**config.mk**
```make
export PLATFORM = sky130hd
export DESIGN_NAME = pipeline_hazard_ctrl
export DESIGN_NICKNAME = d
export VERILOG_FILES = /design/src/rtl/pipeline_hazard_ctrl_pkg.sv /design/src/rtl/pipeline_hazard_ctrl_sat_counter.sv /design/src/rtl/pipeline_hazard_ctrl.sv
export SDC_FILE = /design/constraint.sdc
export NUM_CORES = 1
export LEC_CHECK = 0
export CAP_MARGIN = 20
export CORE_ASPECT_RATIO = 2
export CORE_UTILIZATION = 54
export DETAILED_ROUTE_END_ITERATION = 12
export PLACE_DENSITY_LB_ADDON = 0.1
export SLEW_MARGIN = 0
export SYNTH_ARGS = -nofsm -noshare
export SYNTH_HDL_FRONTEND = slang
export SYNTH_SLANG_ARGS = --single-unit
```
**constraint.sdc**
```tcl
create_clock -name clk -period 6.35 [get_ports clk]
set_clock_uncertainty 0.1 [all_clocks]
set_input_delay 0.9525 -clock clk [delete_from_list [all_inputs] [get_ports clk]]
set_output_delay 0.9525 -clock clk [all_outputs]
set_load 0.02 [all_outputs]
```
**src/rtl/pipeline_hazard_ctrl_pkg.sv**
```systemverilog
// Shared types and constants for the pipeline stall/flush sequencer.
package pipeline_hazard_ctrl_pkg;

   typedef enum logic [2:0] {
      StRun,
      StMemWait,
      StDrain,
      StHalted,
      StError
   } hazState_e;

   // Encoding loaded into IF/ID when it is flushed (sll $0,$0,0).
   localparam logic [31:0] NopInstr = 32'h0000_0000;

endpackage

```
**src/rtl/pipeline_hazard_ctrl_sat_counter.sv**
```systemverilog
// Saturating event counter with synchronous clear.
module sat_counter #(
   parameter int unsigned W = 16
) (
   input  logic         clk,
   input  logic         clr,
   input  logic         inc,
   output logic [W-1:0] count
);

   always_ff @(posedge clk) begin
      if (clr) begin
         count <= '0;
      end else if (inc && (count != {W{1'b1}})) begin
         count <= count + W'(1);
      end
   end

endmodule

```
**src/rtl/pipeline_hazard_ctrl.sv**
```systemverilog
// Stall/flush sequencer for the 5-stage pipeline: load-use, redirect, memory wait,
// halt/drain, memory timeout and event counters.
module pipeline_hazard_ctrl
   import pipeline_hazard_ctrl_pkg::*;
#(
   parameter int unsigned CNT_W        = 16,
   parameter int unsigned MEM_TIMEOUT  = 64,
   parameter int unsigned DRAIN_CYCLES = 3
) (
   input  logic             clk,
   input  logic             rst,
   input  logic [4:0]       id_rs,
   input  logic [4:0]       id_rt,
   input  logic             id_uses_rt,
   input  logic             ex_load,
   input  logic [4:0]       ex_wreg,
   input  logic             id_redirect,
   input  logic             mem_req,
   input  logic             mem_ready,
   input  logic             halt_req,
   output logic             pc_en,
   output logic             ifid_en,
   output logic             ifid_flush,
   output logic             idex_en,
   output logic             idex_bubble,
   output logic             exmm_en,
   output logic             mmwb_bubble,
   output logic             halted,
   output logic             err,
   output logic [CNT_W-1:0] stall_cnt,
   output logic [CNT_W-1:0] flush_cnt
);

   localparam int unsigned DrainW = (DRAIN_CYCLES < 2) ? 1 : $clog2(DRAIN_CYCLES + 1);

   hazState_e         stateQ;
   logic [8:0]        waitCntQ;
   logic [DrainW-1:0] drainCntQ;
   logic              haltFlagQ;
   logic              errQ;
   logic              haltedQ;

   logic              memWait;
   logic              loadUse;
   logic              draining;
   logic              stallInc;
   logic              flushInc;
   logic [8:0]        waitSum;
   logic              timeout;

   always_comb begin
      memWait  = mem_req & ~mem_ready;
      loadUse  = ex_load & (ex_wreg != 5'd0) &
                 ((ex_wreg == id_rs) | (id_uses_rt & (ex_wreg == id_rt)));
      draining = (stateQ == StDrain) || ((stateQ == StMemWait) && haltFlagQ);
      // The first wait cycle is spent in RUN/DRAIN, so it counts toward the timeout.
      waitSum  = ((stateQ == StMemWait) ? waitCntQ : 9'd0) + 9'd1;
      timeout  = waitSum >= 9'(MEM_TIMEOUT);

      pc_en       = 1'b1;
      ifid_en     = 1'b1;
      ifid_flush  = 1'b0;
      idex_en     = 1'b1;
      idex_bubble = 1'b0;
      exmm_en     = 1'b1;
      mmwb_bubble = 1'b0;
      stallInc    = 1'b0;
      flushInc    = 1'b0;

      unique case (stateQ)
         StRun, StDrain, StMemWait: begin
            if (memWait) begin
               pc_en       = 1'b0;
               ifid_en     = 1'b0;
               idex_en     = 1'b0;
               exmm_en     = 1'b0;
               mmwb_bubble = 1'b1;
               stallInc    = 1'b1;
            end else if (loadUse) begin
               pc_en       = 1'b0;
               ifid_en     = 1'b0;
               idex_bubble = 1'b1;
               stallInc    = 1'b1;
            end else begin
               if (id_redirect) begin
                  ifid_flush = 1'b1;
                  flushInc   = 1'b1;
               end
               if (draining) begin
                  pc_en      = 1'b0;
                  ifid_flush = 1'b1;
               end
            end
         end
         StHalted: begin
            pc_en       = 1'b0;
            ifid_en     = 1'b0;
            idex_bubble = 1'b1;
            mmwb_bubble = 1'b1;
         end
         default: begin
            pc_en       = 1'b0;
            ifid_en     = 1'b0;
            idex_en     = 1'b0;
            exmm_en     = 1'b0;
            mmwb_bubble = 1'b1;
         end
      endcase
   end

   always_ff @(posedge clk) begin
      if (rst) begin
         stateQ    <= StRun;
         waitCntQ  <= '0;
         drainCntQ <= '0;
         haltFlagQ <= 1'b0;
         errQ      <= 1'b0;
         haltedQ   <= 1'b0;
      end else begin
         unique case (stateQ)
            StRun, StDrain, StMemWait: begin
               if (memWait) begin
                  waitCntQ <= waitSum;
                  if (stateQ != StMemWait) haltFlagQ <= (stateQ == StDrain);
                  if (timeout) begin
                     stateQ <= StError;
                     errQ   <= 1'b1;
                  end else begin
                     stateQ <= StMemWait;
                  end
               end else if (stateQ == StMemWait) begin
                  waitCntQ <= '0;
                  stateQ   <= haltFlagQ ? StDrain : StRun;
               end else if (stateQ == StRun) begin
                  if (halt_req) begin
                     stateQ    <= StDrain;
                     drainCntQ <= DrainW'(DRAIN_CYCLES);
                  end
               end else if (!loadUse) begin
                  if (drainCntQ <= DrainW'(1)) begin
                     stateQ  <= StHalted;
                     haltedQ <= 1'b1;
                  end else begin
                     drainCntQ <= drainCntQ - DrainW'(1);
                  end
               end
            end
            StHalted: begin
               if (!halt_req) begin
                  stateQ  <= StRun;
                  haltedQ <= 1'b0;
               end
            end
            StError: ;
            default: begin
               stateQ <= StError;
               errQ   <= 1'b1;
            end
         endcase
      end
   end

   assign halted = haltedQ;
   assign err    = errQ;

   sat_counter #(
      .W (CNT_W)
   ) u_stall_cnt (
      .clk   (clk),
      .clr   (rst),
      .inc   (stallInc),
      .count (stall_cnt)
   );

   sat_counter #(
      .W (CNT_W)
   ) u_flush_cnt (
      .clk   (clk),
      .clr   (rst),
      .inc   (flushInc),
      .count (flush_cnt)
   );

endmodule

```
# Word level (Yosys, flattened, before mapping)
# Cells that the tools add are included.
# W data, S select, Z words.
# op_classes
n_lt_le_gt_ge	2
n_reduce_logical	16
n_addsub	4
n_shift	0
div_mod_pow	0
mul	0
mux	51
n_eq_ne	23
n_bitwise	10
# op_table
operator	count
$add A16 B1 Y16 const B	2
$ne A16 B16 Y1 const B	2
$mux W1	30
$mux W9	3
$mux W3	8
$ne A2 B2 Y1 const B	10
$ne A5 B5 Y1 const B	3
$eq A5 B5 Y1	2
$mux W2	5
$add A9 B1 Y9 const B	1
$ge A9 B7 Y1 const B	1
$pmux W3 S3	1
$pmux W1 S2	4
$reduce_and A7 Y1	1
$eq A3 B2 Y1 const B	2
$reduce_and A3 Y1	2
$reduce_and A6 Y1	1
$not A1 Y1	5
$reduce_and A5 Y1	1
$reduce_bool A5 Y1	1
$and A1 B1 Y1	4
$reduce_bool A2 Y1	2
$eq A3 B1 Y1 const B	1
$eq A3 B3 Y1 const B	1
other kinds (11)	13
# word_totals
out_inout_bits	41
rom_bits	0
ram_bits	0
mem_count	0
regBits	49
latch_bits	0

# Longest topological paths before layout
# logic_depth
ltp_word	9
ltp_mapped	10

# Modules after synthesis
# Synthesis repeated with hierarchy kept, for this count alone.
# hier_totals
cells_unflattened	361
area_unflattened_um2	2939.1
# by_module_without_submodules
mod	n_inst	seq_area_each_um2	cells_each	area_each_um2
sat_counter	2	320.3	99	848.3
pipeline_hazard_ctrl	1	340.3	163	1242.4

# Least setup slack after synthesis
# No wires, ideal clock.
# synth_timing
path_kind	input -> output
startpoint	input ex_wreg[1]
endpoint	output ifid_flush
arrival_ns	2.506
path_stages	4
t_required_ns	5.298
path_buffers	0
slack_ns	2.791
cell_sequence	or4_4 > o21a_4 > a21oi_1 > o21a_1
# synth_via
elab_chain_cells	7
# synth_lines
element	line	source
start, declared	pipeline_hazard_ctrl.sv:16	input logic [4:0] ex_wreg,
$eq A5 B5 Y1	pipeline_hazard_ctrl.sv:54	((ex_wreg == id_rs) | (id_uses_rt & (ex_wreg == id_rt)));
$and A1 B1 Y1	pipeline_hazard_ctrl.sv:54	
$or A1 B1 Y1	pipeline_hazard_ctrl.sv:54	
$and A1 B1 Y1 (*)	pipeline_hazard_ctrl.sv:53	loadUse = ex_load & (ex_wreg != 5'd0) &
$mux W1 (*)	pipeline_hazard_ctrl.sv:79	end else if (loadUse) begin
$mux W1 (*)	pipeline_hazard_ctrl.sv:72	if (memWait) begin
$mux W1 (*)	pipeline_hazard_ctrl.sv:70	unique case (stateQ)
end, declared	pipeline_hazard_ctrl.sv:23	output logic ifid_flush,
# Every way passes the cells marked *; elsewhere a longest branch is shown, timed or not.

# Final worst setup path
# Same ends and word-level chain as after synthesis.

==> reports/metrics.yaml <==
critical_path:
  endpoint_kind: "output port"
  crit_chain: "clkdlybuf4s50_1, or4_4, o21a_4, a21oi_1, o21a_1, clkdlybuf4s50_1"
  cpPeakStageDelay_ns: 0.60
  required_ns: 5.30
  startpoint_type: "input pin"
  critPathMaxFanout: 5
  criticalPathCategory: "input pin to output port"
  cpMostUsedCell: "clkdlybuf4s50_1"
  worst_path_max_delay_cell: "or4_4"
  critical_path_arrival_ns: 3.29
routing:
  wl_per_cell_um: 14.8
  drc: 0
  viasPerCell: 6.01
  drt_iter0_drc: 44
  drtPass1Iterations: 4
  routed_wl_um: 6980
  antenna_left: 0
  vias: 2835
timing:
  rsz0062_at_grt: "false"
  period_needed_ns: 4.34
  worst_slew_pin_slew_ns: 0.878
  finalSetupViolations: 0
  slew_violations: 0
  tns_ns: 0
  timing.final.crit_share: 0.683
  fmax_ghz: 0.231
  maxSlewHeadroom: 0.413
  finalHoldViolCount: 0
placement:
  hpwl_um: 5280
  placed_area_um2: 3460
  dp.cells: 463
  portBuffers: 63
  gp_congestion: 0.816
clocking:
  cts-root-buf: "clkbuf_8"
  cts_sinks: 49
  cts_made_buffers: 5
  cts_buffer_depth: 2
  post_cts_buffers: 0
  cts.htree.levels: 2
  cts_tree: "yes"
  clk_latency_ns: 0.31
  ctsResizeCount: 0
  clk_pin_slew_ns: 0.09
  hold_buffers: 0
synth:
  avgSynthCellArea_um2: 7.99
  syn_nets: 382
  async_flop_share: 0
  syn-cell-area_um2: 2830
  synth-edff-count: 0
  syn-instance-count: 354
  yosys_warnings: 0
  synth_ff_type: "dfxtp_1"
  synth.distinct_cells: 57
  ys_seq_area_frac: 0.347
  ys_ff_latch: 49
pwr:
  p_per_area_nw_per_um2: 176
  p_leak_nw: 1.18
  clkPwrFrac: 0.285
  power_mw: 0.629
  swShare: 0.289
  pwr-share-comb: 0.194
  ir_worst_vdd_mv: 0.156
  power_switching_mw: 0.182
  p_int_mw: 0.447
  pwr-share-seq: 0.522
global_routing:
  grt_max_degree: 31
  top_usage_layer: "met2"
  antenna_found_initial: 0
  grt_pass1_vias: 2676
  track_usage: 0.264
  grt_pass1_wl_um: 11200
  gr-total-overflow: 0
  global_route.usage.met2: 0.506
  use_met3: 0.0409
  use_met1: 0.249
floorplanning:
  num_rows: 37
  die_w_um: 53.2
  initial_core_util: 0.556
  die_height_um: 104
  dieArea_um2: 5550
  core_area_um2: 5090
  io_pins: 64
cells_and_area:
  antenna_cells: 0
  instances_no_fill: 472
  area_growth_pct: 25.9
  nets: 441
  drive_gt1_frac: 0.0628
  final_design_area_no_fill_um2: 3560
  final_util: 0.700
flow_run:
  drv_cap: 0
worst_hold_path:
  worst_hold_path_type: "flop to flop"
outcome:
  status: "completed"
synthesized netlist by cell type (all sizes together), types with 2 or more instances:
| library cell | count | area, um^2 |
|---|---|---|
| nor2b | 3 | 18.8 |
| dfxtp | 49 | 981 |
| and2 | 2 | 12.5 |
| nand4 | 11 | 68.8 |
| o31ai | 9 | 67.6 |
| a21o | 2 | 15.0 |
| or3 | 14 | 87.6 |
| xor2 | 3 | 26.3 |
| clkbuf | 9 | 43.8 |
| nor3 | 9 | 45.0 |
| mux2i | 4 | 40.0 |
| and4 | 3 | 26.3 |
| ha | 5 | 62.6 |
| o21a | 2 | 22.5 |
| and3 | 4 | 26.3 |
| inv | 9 | 33.8 |
| a211oi | 4 | 42.5 |
| nor2 | 40 | 150 |
| o21bai | 2 | 15.0 |
| a31o | 4 | 35.0 |
| buf | 4 | 31.3 |
| a21oi | 42 | 218 |
| o21ai | 23 | 126 |
| mux2 | 2 | 22.5 |
| nand2b | 3 | 18.8 |
| nand3 | 18 | 90.1 |
| nand2 | 31 | 116 |
| xnor2 | 15 | 131 |
| or4 | 10 | 78.8 |
area by class of cell:
class                      count  area, um^2
clock buffer                   6        72.6
timing repair buffer          65         653
multi-input combinational    283        1740
sequential                    49         981
clock inverter                 2        10.0
fill                         439        1530
inverter                       9        33.8
tap                           58        72.6
layout by cell type, fill, tap and decap left out, types with 2 or more instances in the layout:
cell type and count:
a211oi_1 3, a21o_1 2, a21oi_1 40, a21oi_2 2, a31o_2 4, and2_1 2
and3_1 3, and4_1 3, clkbuf_8 5, clkdlybuf4s50_1 63, clkinv_2 2, dfxtp_1 49
ha_1 5, inv_1 9, mux2_1 2, mux2i_1 4, nand2_1 31, nand2b_1 3
nand3_1 18, nand4_1 11, nor2_1 40, nor2b_1 3, nor3_1 9, o21ai_0 11
o21ai_1 11, o21bai_1 2, o31ai_1 9, or3_1 14, or4_1 9, xnor2_1 15
xor2_1 3
routing by layer:
metal  part of all wire  routed length [um]  up-vias
met5                  0                   0        -
met4              0.030                 210        0
met3              0.038                 268       17
met2               0.56                3900       71
met1               0.37                2600     1330
li1                   -                   -     1417
final timing paths:
| path | slack (ns) | startpoint | cells past startpoint | endpoint |
|---|---|---|---|---|
| max | 2.01 | ex_wreg[1] | 6 | ifid_flush |
| max reg2reg | 3.83 | stateQ[2] | 9 | err |
| min reg2reg | 0.37 | err | 2 | err |
| min | 0.37 | err | 2 | err |
registers in the layout (all words and copies together) (netlist names):
name               count
halted                 1
waitCntQ               9
drainCntQ              2
stateQ                 3
u_stall_cnt.count     16
err                    1
u_flush_cnt.count     16
haltFlagQ              1
stage by stage:
| stage | hold WS, ns | setup slack [ns] |
|---|---|---|
| floorplan | 0.338 | 2.79 |
| global placement | 0.340 | 2.05 |
| detailed placement | 0.349 | 2.02 |
| CTS | 0.370 | 2.02 |
| global route | 0.399 | 1.90 |
| finish | 0.367 | 2.01 |
worst max-delay path: cells and delay by family:
kind / cells / cell delay [ns]
AO/OA/AOI/OAI: 3 / 0.67
buffers and inverters: 2 / 1.06
AND/OR/NAND/NOR: 1 / 0.60
power by group through the flow:
stage	sequential (mW)	combinational (mW)	clock, mW
2_1_floorplan	0.334	0.0759	0
3_3_place_gp	0.335	0.118	0
3_5_place_dp	0.335	0.120	0
4_1_cts	0.328	0.121	0.186
5_1_grt	0.330	0.134	0.197
6_report	0.328	0.122	0.179
cell families after synthesis:
group	count (synthesis)	synth area share
AOI/OAI and AO/OA	101	0.239
xor gates and xnor gates	18	0.0557
adders and majority gates	5	0.0221
buffers and inverters	22	0.0385
DFF	49	0.347
muxes	6	0.0221
and+or+nand+nor	153	0.276
Note: power is estimated with default switching activity, not from simulation.
